==> config.mk <==
export PLATFORM = sky130hd
export DESIGN_NAME = localbp_update_queue
export DESIGN_NICKNAME = d
export VERILOG_FILES = /design/src/rtl/localbp_update_queue_pkg.sv /design/src/rtl/localbp_upd_match.sv /design/src/rtl/localbp_update_queue.sv
export SDC_FILE = /design/constraint.sdc
export NUM_CORES = 1
export LEC_CHECK = 0
export BUFFER_PORTS_ARGS = -buffer_cell sky130_fd_sc_hd__buf_4
export CAP_MARGIN = 5
export CORE_MARGIN = 3
export CORE_UTILIZATION = 60
export CTS_CLUSTER_DIAMETER = 200
export CTS_CLUSTER_SIZE = 30
export DETAILED_ROUTE_END_ITERATION = 6
export PLACE_DENSITY = 0.87
export SETUP_SLACK_MARGIN = 0.15
export SLEW_MARGIN = 0
export SYNTH_ARGS = -nofsm -noshare
export SYNTH_HDL_FRONTEND = slang
export SYNTH_HIERARCHICAL = 1
export SYNTH_SLANG_ARGS = --single-unit
==> constraint.sdc <==
create_clock -name clk -period 6.5 [get_ports clk]
set_input_delay 1.3 -clock clk [delete_from_list [all_inputs] [get_ports clk]]
set_output_delay 1.3 -clock clk [all_outputs]
set_load 0.01 [all_outputs]
==> src/rtl/localbp_update_queue_pkg.sv <==
// Shared types for the local-history predictor update path: the core config
// struct that sizes the LHR array and PHT index, and its default instance.
package localbp_update_queue_pkg;

    typedef struct packed {
        int BPRED_NUM_LHR;  // log2 of the number of local history registers
        int BPRED_SIZE;     // local history length, also the PHT index width
    } cvw_t;

    localparam cvw_t CVW_DEFAULT = '{BPRED_NUM_LHR: 6, BPRED_SIZE: 10};

endpackage

==> src/rtl/localbp_upd_match.sv <==
// Youngest-match search over the pending update entries, walking from the
// slot just behind the tail toward the head so the newest history wins.
module localbp_upd_match #(
    parameter int m     = 6,
    parameter int k     = 10,
    parameter int DEPTH = 4
) (
    input  logic [m-1:0]               lhr_idx_i [DEPTH],
    input  logic [k-1:0]               hist_i    [DEPTH],
    input  logic [$clog2(DEPTH)-1:0]   tail_i,
    input  logic [$clog2(DEPTH):0]     count_i,
    input  logic [m-1:0]               query_i,
    output logic                       hit_o,
    output logic [k-1:0]               hist_o
);
    localparam int AW = $clog2(DEPTH);

    logic [AW-1:0] slot;

    // NOTE: every variable written here gets a default first, so no path
    // through the loop leaves one holding its old value (no inferred latch).
    always_comb begin
        hit_o  = 1'b0;
        hist_o = '0;
        slot   = '0;
        for (int j = 0; j < DEPTH; j++) begin
            slot = tail_i - AW'(j + 1);
            if (!hit_o && (j < int'(count_i)) && (lhr_idx_i[slot] == query_i)) begin
                hit_o  = 1'b1;
                hist_o = hist_i[slot];
            end
        end
    end

endmodule

==> src/rtl/localbp_update_queue.sv <==
// In-order queue of resolved branch updates feeding the PHT and LHR write
// ports, with forwarding of the youngest pending history to the F-stage lookup.
module localbp_update_queue
    import localbp_update_queue_pkg::*;
#(
    parameter cvw_t P     = CVW_DEFAULT,
    parameter int   m     = P.BPRED_NUM_LHR,
    parameter int   k     = P.BPRED_SIZE,
    parameter int   DEPTH = 4
) (
    input  logic         clk,
    input  logic         reset,
    input  logic         StallW,
    input  logic         FlushW,
    input  logic         BranchM,
    input  logic         PCSrcM,
    input  logic [k-1:0] LHRM,
    input  logic [m-1:0] IndexLHRM,
    input  logic [1:0]   NewBPDirPredM,
    input  logic         WrReady,
    input  logic [m-1:0] IndexLHRNextF,
    output logic         PHTWriteEn,
    output logic [k-1:0] PHTWriteAddr,
    output logic [1:0]   PHTWriteData,
    output logic         LHRWriteEn,
    output logic [m-1:0] LHRWriteIndex,
    output logic [k-1:0] LHRWriteData,
    output logic         FwdHitF,
    output logic [k-1:0] FwdLHRF,
    output logic         QueueFull,
    output logic         Dropped
);
    localparam int AW = $clog2(DEPTH);
    localparam int PW = AW + 1;

    typedef struct packed {
        logic [k-1:0] pht_addr;
        logic [1:0]   ctr;
        logic [m-1:0] lhr_idx;
        logic [k-1:0] hist;
    } entry_t;

    entry_t        mem_q [DEPTH];
    logic [PW-1:0] head_q, head_d, tail_q, tail_d;
    logic          dropped_q, dropped_d;

    logic [PW-1:0] count;
    logic          empty, full, enq_req, enq, deq;
    entry_t        head_entry, new_entry;
    logic [m-1:0]  idx_arr  [DEPTH];
    logic [k-1:0]  hist_arr [DEPTH];
    logic          fwd_hit;
    logic [k-1:0]  fwd_lhr;

    assign count   = tail_q - head_q;
    assign empty   = (count == '0);
    assign full    = (head_q[AW] != tail_q[AW]) && (head_q[AW-1:0] == tail_q[AW-1:0]);
    // A pending reset blocks draining so no write leaks out in the reset cycle.
    assign deq     = ~empty & WrReady & ~reset;
    assign enq_req = BranchM & ~StallW & ~FlushW;
    assign enq     = enq_req & (~full | deq);

    assign head_entry = mem_q[head_q[AW-1:0]];
    assign new_entry  = '{pht_addr: LHRM,
                          ctr:      NewBPDirPredM,
                          lhr_idx:  IndexLHRM,
                          hist:     {PCSrcM, LHRM[k-1:1]}};

    always_comb begin
        head_d    = head_q + PW'(deq);
        tail_d    = tail_q + PW'(enq);
        dropped_d = dropped_q | (enq_req & full & ~deq);
    end

    // NOTE: state uses non-blocking assignments so every flop samples the
    // pre-edge values, independent of block ordering.
    always_ff @(posedge clk) begin
        if (reset) begin
            head_q    <= '0;
            tail_q    <= '0;
            dropped_q <= 1'b0;
        end else begin
            head_q    <= head_d;
            tail_q    <= tail_d;
            dropped_q <= dropped_d;
        end
    end

    // NOTE: entry storage is deliberately not reset; the pointers alone decide
    // which slots are live, so stale contents are never observed.
    always_ff @(posedge clk) begin
        if (enq) mem_q[tail_q[AW-1:0]] <= new_entry;
    end

    always_comb begin
        for (int i = 0; i < DEPTH; i++) begin
            idx_arr[i]  = mem_q[i].lhr_idx;
            hist_arr[i] = mem_q[i].hist;
        end
    end

    localbp_upd_match #(.m(m), .k(k), .DEPTH(DEPTH)) u_match (
        .lhr_idx_i (idx_arr),
        .hist_i    (hist_arr),
        .tail_i    (tail_q[AW-1:0]),
        .count_i   (count),
        .query_i   (IndexLHRNextF),
        .hit_o     (fwd_hit),
        .hist_o    (fwd_lhr)
    );

    always_comb begin
        PHTWriteEn    = 1'b0;
        PHTWriteAddr  = '0;
        PHTWriteData  = '0;
        LHRWriteEn    = 1'b0;
        LHRWriteIndex = '0;
        LHRWriteData  = '0;
        if (deq) begin
            PHTWriteEn    = 1'b1;
            PHTWriteAddr  = head_entry.pht_addr;
            PHTWriteData  = head_entry.ctr;
            LHRWriteEn    = 1'b1;
            LHRWriteIndex = head_entry.lhr_idx;
            LHRWriteData  = head_entry.hist;
        end
    end

    assign FwdHitF   = fwd_hit & ~reset;
    assign FwdLHRF   = FwdHitF ? fwd_lhr : '0;
    assign QueueFull = full & ~reset;
    assign Dropped   = dropped_q;

endmodule

==> impl_metrics.toml <==
[run_status]
outcome = "completed"

[logic_synthesis]
synth.area.top_cells = "edfxtp_1 43%, mux4_2 10%, mux2i_1 9.0%"
ys_types = 51
synth-seq-cells = 83
synth_nets = 442
synth_commonest_cells = "76 x edfxtp_1, 48 x mux2i_1, 25 x nor2b_1"
synth_top_area_share_pct = 42.5
ys_warn_count = 6
synth_top_area_cell = "edfxtp_1"
yosysSeqAreaShare_pct = 45.1
syn_inst = 404
synth_edf_count = 76
synth_most_common_cell = "edfxtp_1"
syn_area_sq_um = 5370
synth_async_sr_flop_share_pct = 0
syn_area_per_cell_sq_um = 13.3
ys.flop_type = "edfxtp_1"

[clock_tree]
root_buffer = "clkbuf_8"
cts_tree = "done"
cts_sinks = 83
postCtsHoldBufs = 0
cts_buffers = 9
clkTransAtPathRegs_ns = 0.09
htreeDepth = 3
post_cts_resize_count = 0
post_cts.repair.setup_buffers = 0
clockBufferDepth = 2
worstSkewPairLatency_ns = 0.36

[timing]
worst_pin_slew_ns = 1.17
setup_violations = 0
slew_headroom_pct = 21.5
hold_violations = 0
tns_ns = 0
max_freq_mhz = 174
holdWs_ns = 0.488
rsz0062_at_grt = "false"
fin_crit_sh_pct = 88.6
worst_slack_ns = 0.740
clock_skew_ns = 0.00975
period_needed_ns = 5.76
slew_violations = 0

[worst_setup_path]
r2r-start = "tail_q[1]"
worstPathArrival_ns = 4.46
critPathRequiredTime_ns = 5.20
r2r_end = "head_q[2]"
rr_worst_depth = 9
crit_path_max_fanout = 24
end_kind = "output pin"
critPathKind = "flop to output pin"
reg2reg_slack_ns = 2.70
start_kind = "flop"

[worst_hold_path]
min-delay-start = "Dropped"
hold_path_class = "flop to flop"
holdPathStages = 1
holdPathEnd = "Dropped"

[routing]
ant_nets = 0
vias_per_cell = 6.42
vias = 3628
wire_per_inst_um = 20.8
drt_wl_total_um = 11700
drtPass1Iterations = 5
drt_iter0_markers = 283
drc = 0

[grt]
antenna_found_initial = 0
grt_pass1_vias = 3525
grt_overflow = 0
grt_usage_pct = 23.7
grt_max_degree = 60
grt_pass1_wl_um = 18500

[placed_design]
place.detailed.hpwl_um = 7910
port_buffers = 73
place_inst = 549
preCtsSetupSlack_ns = 1.24
place_congestion = 0.943

[power_and_ir_drop]
p_leak_nw = 2.15
p_per_area_nw_per_um2 = 187
peakVddDrop_mv = 0.130
fin_total_pwr_mw = 1.12

[layout]
n_antenna_cell = 0
fin_nets = 493
stdcell_count = 565
drive_above_1_share_pct = 32.8
nFillCells = 553
area_delta_synth_final_pct = 12.2

[job]
drv_cap = 0

[die]
die_area_sq_um = 10100
die_y_um = 101
core_sq_um = 8460
num_rows = 33
num_io_pins = 74
fp.dieW_um = 101
initial_core_util_pct = 63.4
## worst max-delay path by stage
stage                                 from         end  slack (ns)  cells past startpoint
final                            tail_q[1]  FwdLHRF[3]        0.74                     11
after global routing             tail_q[1]  FwdLHRF[3]        0.48                     11
after CTS                        tail_q[1]  FwdLHRF[3]        0.85                     11
after detailed placement         tail_q[1]  FwdLHRF[3]        1.24                     11
after global placement           tail_q[1]  FwdLHRF[8]        1.35                     11
after floorplan           IndexLHRNextF[1]  FwdLHRF[0]        2.07                     11
## metal layers
layer | track usage, % | vias up | part of all wire [%]
met5 | 0 | - | 0
met4 | 7.05 | 0 | 1.4
met3 | 6.23 | 16 | 9.4
met2 | 36.0 | 193 | 48
met1 | 33.9 | 1744 | 41
li1 | - | 1675 | -
## stage by stage
stage	instance area, sq um	utilization (%)
floorplan	5370	-
global placement	5830	68.8
detailed placement	5830	68.8
CTS	6020	71.1
global route	6020	71.1
finish	6020	71.1
## power by group
group / internal, mW / leakage, nW / switching (mW) / total (mW)
sequential: 0.588 / 0.744 / 0.00546 / 0.594
combinational: 0.0823 / 1.31 / 0.0868 / 0.169
clock: 0.153 / 0.102 / 0.209 / 0.362
total: 0.823 / 2.15 / 0.302 / 1.12
## critical path: stages (launching register included)
cell and delay [ns]:
dfxtp_1 0.87, inv_1 0.25, fa_1 0.50, xor3_1 0.39, nor3_1 0.11, a211oi_2 0.18, nand2_1 0.35, nand2_1 0.66
o221ai_1 0.25, a22o_1 0.26, and2_1 0.13, buf_4 0.14
## logic make-up (layout without fill, tap and decap cells)
group | Yosys count | in the layout | share of synthesized area, %
simple gates | 80 | 80 | 8.86
flops | 83 | 83 | 45.1
xor+xnor | 28 | 28 | 4.99
buf+inv | 48 | 104 | 6.23
mux | 86 | 86 | 22.3
compound gates | 72 | 72 | 10.7
fa+ha+maj | 7 | 7 | 1.77
## flip-flops by register name, indices dropped and copies added, names as in the netlist
| name | count |
|---|---|
| Dropped | 1 |
| head_q | 3 |
| tail_q | 3 |
| mem_q | 76 |
## cell type report
class,instances,area (sq um),share of cell area (%)
Multi-Input combinational cell,273,2630,43.7
Clock buffer,9,124,2.06
Timing Repair Buffer,81,608,10.1
Tap cell,105,131,2.18
Sequential cell,83,2430,40.3
Inverter,7,26.3,0.436
Clock inverter,7,71.3,1.18
## layout by cell type, fill, tap and decap left out, drive strengths merged, types with 2 or more instances in the layout
| master | n |
|---|---|
| nor2 | 18 |
| nor3 | 9 |
| nand2 | 4 |
| a21oi | 11 |
| nor4 | 6 |
| a211oi | 2 |
| inv | 13 |
| o221ai | 21 |
| xnor2 | 13 |
| ha | 6 |
| mux4 | 25 |
| nor2b | 25 |
| clkbuf | 9 |
| o21ai | 13 |
| nand4 | 2 |
| dfxtp | 7 |
| a22o | 10 |
| buf | 81 |
| xor2 | 14 |
| edfxtp | 76 |
| mux2 | 11 |
| and2 | 11 |
| a211o | 10 |
| mux2i | 50 |
Power figures use the tool's default switching activity.
